## config.mk

```make
export PLATFORM = sky130hd
export DESIGN_NAME = scene_ctrl
export DESIGN_NICKNAME = d
export VERILOG_FILES = /design/src/rtl/scene_ctrl.sv
export SDC_FILE = /design/constraint.sdc
export NUM_CORES = 1
export LEC_CHECK = 0
export BUFFER_PORTS_ARGS = -buffer_cell sky130_fd_sc_hd__buf_2
export CAP_MARGIN = 20
export CORE_ASPECT_RATIO = 0.8
export CORE_MARGIN = 2
export CORE_UTILIZATION = 35
export DETAILED_ROUTE_END_ITERATION = 8
export GPL_TIMING_DRIVEN = 1
export PLACE_DENSITY = 0.66
export SLEW_MARGIN = 20
export SYNTH_ARGS = -nofsm -noshare
export SYNTH_HDL_FRONTEND = slang
export SYNTH_SLANG_ARGS = --single-unit
```

## constraint.sdc

```tcl
create_clock -name clk -period 1.7 [get_ports clk]
set_input_delay 0.17 -clock clk [delete_from_list [all_inputs] [get_ports clk]]
set_output_delay 0.17 -clock clk [all_outputs]
set_load 0.05 [all_outputs]
```

## src/rtl/scene_ctrl.sv

```systemverilog
// scene_ctrl -- game-screen sequencer.
//   Steps TITLE -> SELECT -> PLAY -> RESULT -> SELECT. Every scene switch
//   passes through a timed BLANK scene (BLANK_CYC cycles) during which all
//   inputs are ignored. All outputs are registered.
// Ports:
//   clk          system clock
//   rst_n        asynchronous active-low reset
//   change       1-cycle pulse (synchronised button press)
//   next_song    1-cycle pulse, advance song selection while in SELECT
//   song_end     1-cycle pulse from sound block, song finished (PLAY only)
//   scene        0 TITLE, 1 SELECT, 2 PLAY, 3 RESULT, 4 BLANK
//   song_idx     selected song, 0..NUM_SONGS-1
//   play_en      high only while scene==PLAY
//   scene_start  1-cycle pulse on the first cycle of a new non-BLANK scene
//   busy         high while scene==BLANK
module scene_ctrl #(
  parameter int NUM_SONGS = 4,
  parameter int IDX_W     = 2,
  parameter int BLANK_CYC = 16
) (
  input  logic             clk,
  input  logic             rst_n,
  input  logic             change,
  input  logic             next_song,
  input  logic             song_end,
  output logic [2:0]       scene,
  output logic [IDX_W-1:0] song_idx,
  output logic             play_en,
  output logic             scene_start,
  output logic             busy
);

  localparam int CNT_W = (BLANK_CYC > 1) ? $clog2(BLANK_CYC) : 1;
  localparam logic [CNT_W-1:0] CNT_LOAD = CNT_W'(BLANK_CYC - 1);
  localparam logic [IDX_W-1:0] IDX_LAST = IDX_W'(NUM_SONGS - 1);

  typedef enum logic [2:0] {
    TITLE  = 3'd0,
    SELECT = 3'd1,
    PLAY   = 3'd2,
    RESULT = 3'd3,
    BLANK  = 3'd4
  } scene_t;

  scene_t           scene_q, scene_n;
  scene_t           target_q, target_n;
  logic [CNT_W-1:0] cnt_q, cnt_n;
  logic [IDX_W-1:0] idx_q, idx_n;
  logic             play_en_q, play_en_n;
  logic             start_q, start_n;
  logic             busy_q, busy_n;

  always_ff @(posedge clk or negedge rst_n) begin
    if (!rst_n) begin
      scene_q   <= TITLE;
      target_q  <= TITLE;
      cnt_q     <= '0;
      idx_q     <= '0;
      play_en_q <= 1'b0;
      start_q   <= 1'b0;
      busy_q    <= 1'b0;
    end else begin
      scene_q   <= scene_n;
      target_q  <= target_n;
      cnt_q     <= cnt_n;
      idx_q     <= idx_n;
      play_en_q <= play_en_n;
      start_q   <= start_n;
      busy_q    <= busy_n;
    end
  end

  always_comb begin
    scene_n  = scene_q;
    target_n = target_q;
    cnt_n    = cnt_q;
    idx_n    = idx_q;
    start_n  = 1'b0;

    case (scene_q)
      TITLE: begin
        if (change) begin
          scene_n  = BLANK;
          target_n = SELECT;
          cnt_n    = CNT_LOAD;
        end
      end
      SELECT: begin
        // change has priority: a simultaneous next_song is dropped
        if (change) begin
          scene_n  = BLANK;
          target_n = PLAY;
          cnt_n    = CNT_LOAD;
        end else if (next_song) begin
          idx_n = (idx_q == IDX_LAST) ? '0 : idx_q + 1'b1;
        end
      end
      PLAY: begin
        if (change || song_end) begin
          scene_n  = BLANK;
          target_n = RESULT;
          cnt_n    = CNT_LOAD;
        end
      end
      RESULT: begin
        if (change) begin
          scene_n  = BLANK;
          target_n = SELECT;
          cnt_n    = CNT_LOAD;
        end
      end
      BLANK: begin
        // counter runs BLANK_CYC-1 .. 0, so BLANK lasts BLANK_CYC cycles
        if (cnt_q == '0) begin
          scene_n = target_q;
          start_n = 1'b1;
        end else begin
          cnt_n = cnt_q - 1'b1;
        end
      end
      default: scene_n = TITLE;
    endcase

    // flags follow the next scene so they are registered alongside it
    play_en_n = (scene_n == PLAY);
    busy_n    = (scene_n == BLANK);
  end

  assign scene       = scene_q;
  assign song_idx    = idx_q;
  assign play_en     = play_en_q;
  assign scene_start = start_q;
  assign busy        = busy_q;

endmodule

```

==> impl_metrics.yaml <==
outcome:
  status: "finished, final reports clean"
place:
  place.gp.congestion: 0.8026
  io_buffers: 12
  hpwl_um: 935.6
  pre_cts_ws_ns: 0.2762
layout:
  nFillCells: 193
  post-route-util_pct: 43.13
  n_antenna_cell: 0
  fin_nets: 85
  area_growth_syn_to_layout_pct: 18.28
  drive_gt1_share_pct: 32.89
route:
  drt_iter0_drc: 3
  drt_pre_antenna_iters: 2
  wl_per_cell_um: 11.58
  vias_per_cell: 4.710
  totalWireLength_um: 1158
  ant_nets: 0
  route.detailed.drc: 0
  vias: 471
sta:
  maxSlewViolCount: 0
  setup_violations: 0
  fmax_ghz: 0.6959
  fin_skew_ns: 0.001411
  setup_ws_ns: 0.2630
  hold_violations: 0
  rsz0062_at_grt: "false"
  fin_crit_sh_pct: 84.53
  maxSlewHeadroom_pct: 80.58
  fin_crit_ns: 1.437
  tns_ns: 0
  tightest_slew_ns: 0.2913
floorplan:
  coreArea_um2: 1839
  rows: 14
  ios: 13
  die_y_um: 43.15
  start_util_pct: 36.46
  die_w_um: 52.94
  die_area_um2: 2284
global_routing:
  grt_pass1_vias: 486
  busiest_layer: "met2"
  grt_max_degree: 15
  grt_antenna_before_repair: 0
  grt_overflow: 0
  grt_pass1_wl_um: 2035
  track_usage_pct: 12.79
  met3_usage_pct: 7.394
  grt.met1_usage_pct: 15.28
  met2_usage_pct: 19.75
clock_network:
  cts.clk_slew.worst_paths_ns: 0.07
  cts.sinks: 14
  clk_latency_ns: 0.27
  cts_buffers: 3
  cts_tree: "yes"
  clockBufferDepth: 2
  root_buffer: "clkbuf_4"
  cts_htree_levels: 1
synthesis:
  yosys_warnings: 0
  seq_area_frac_synth_pct: 52.24
  synth_cell_type_count: 27
  synth_area_um2: 670.6
  synthCells: 60
  ys_ff_latch: 14
  syn_nets: 67
  avgSynthCellArea_um2: 11.18
worst_setup_path:
  reg2reg_from: "scene[1]"
  r2r_cells: 4
  start_kind: "register"
  cp_top_family: "simple AND/OR/NAND/NOR gates"
  path_cells: "nor3b_2 -> and3_1 -> a32o_1 -> nor2b_1"
  slowest_delay_ns: 0.47
  r2r_end: "play_en"
  cp_slowest_cell: "dfrtp_1"
  cp_max_fo: 9
  path_buf_inv: 0
  worstSetupPathType: "register to register"
  cp-end-kind: "register"
  rrSetupSlack_ns: 0.26
  cp.arrival_ns: 1.63
  crit_required_ns: 1.90
min_path:
  holdPathStages: 3
  hold_path.startpoint: "next_song"
  hold_path_end: "song_idx[0]"
  hp-class: "input port to register"
power:
  power.density_nw_per_um2: 1625
  p_leak_uw: 0.0003913
  ir_drop_mv: 0.9955
flow_run:
  drv_cap: 0
==> synth_stat cells <==
master	instances	area, um2
a211oi_1	1	7.510
a21o_1	1	7.510
a21oi_1	5	25.02
a21oi_4	1	16.27
a22o_1	1	8.760
a2bb2oi_2	1	15.01
a32o_1	1	10.01
and3_1	1	6.260
dfrtp_1	14	350.3
ha_1	2	25.02
inv_1	2	7.510
mux2_2	1	11.26
nand2_1	4	15.01
nand2b_1	1	6.260
nand4b_1	1	8.760
nor2_1	5	18.77
nor2b_1	2	12.51
nor3_1	2	10.01
nor3b_2	1	12.51
o21ai_0	4	20.02
o21ai_2	1	8.760
or2_1	1	6.260
or2_4	1	8.760
or2b_2	3	26.28
or3_1	1	6.260
or3b_4	1	11.26
xnor2_1	1	8.760
==> registers in the layout (all words and copies together), names as in the netlist <==
signal / count
target_q: 2
scene_start: 1
scene: 3
cnt_q: 4
song_idx: 2
busy: 1
play_en: 1
==> routing by layer <==
layer	vias to the layer above	share of wire [%]
met2	11	44
met4	0	0.52
li1	244	-
met5	-	0
met3	2	6.2
met1	214	49
==> placed cells by master (no fill, tap or decap), types with 2 or more instances in the layout <==
cell	Yosys	routed
o21ai_0	4	4
nor2_1	5	5
or2b_2	3	3
inv_1	2	2
nor3_1	2	2
nand2_1	4	4
clkbuf_4	0	3
dfrtp_1	14	14
ha_1	2	2
a21oi_1	5	5
nor2b_1	2	2
buf_2	0	12
==> report_power, final <==
group / total, uW / internal, uW / leakage (uW) / switching [uW]
Clock: 169 / 81.9 / 0.0000138 / 86.9
Combinational: 579 / 235 / 0.000202 / 344
Sequential: 541 / 440 / 0.000175 / 101
==> kinds of logic after synthesis <==
kind of cell / Yosys count / share of synthesized area [%]
multiplexers: 1 / 1.679
AO/OA/AOI/OAI: 16 / 17.72
XOR/XNOR: 1 / 1.306
adder cells (fa/ha/maj): 2 / 3.731
buffers and inverters: 2 / 1.120
AND/OR/NAND/NOR: 24 / 22.20
flip-flops: 14 / 52.24
==> worst max path at each step <==
stage	start	end	cells past startpoint
2_1_floorplan	scene[2]	cnt_q[1]	4
3_3_place_gp	scene[1]	cnt_q[1]	4
3_5_place_dp	scene[1]	play_en	4
4_1_cts	scene[0]	cnt_q[1]	4
5_1_grt	scene[1]	cnt_q[1]	4
6_report	scene[1]	play_en	4
==> repair_timing <==
item                                    4_1_cts  5_1_grt
endpoints found under the setup margin        0        0
hold buffers                                  1        0
setup buffers                                 0        0
resized for setup                             0        0
hold endpoints to repair                     14        0
==> per-stage QoR <==
| stage | power (uW) | cells | hold WS, ns | area (um2) |
|---|---|---|---|---|
| global route | 1401 | 100 | 0.3218 | 793.3 |
| global placement | 1113 | 96 | 0.08052 | 760.7 |
| CTS | 1307 | 100 | 0.3018 | 793.3 |
| floorplan | 999.1 | 60 | -0.1256 | 670.6 |
| detailed placement | 1130 | 96 | 0.07918 | 760.7 |
| finish | 1289 | 100 | 0.3036 | 793.3 |
==> worst min-delay path, delay by kind of cell <==
kind | cells | cell delay (ns)
and+or+nand+nor | 1 | 0.14
AOI/OAI and AO/OA | 1 | 0.13
buffers and inverters | 1 | 0.10
==> area by class of cell <==
type / instances / area (um2) / share of cell area, %
repair buffers: 13 / 70.07 / 8.833
multi-input cells: 44 / 312.8 / 39.43
flip-flops and latches: 14 / 350.3 / 44.16
well taps: 24 / 30.03 / 3.785
clock buffers: 3 / 22.52 / 2.839
inverters: 2 / 7.507 / 0.9464
No activity file was read; power rests on OpenSTA's default activity.
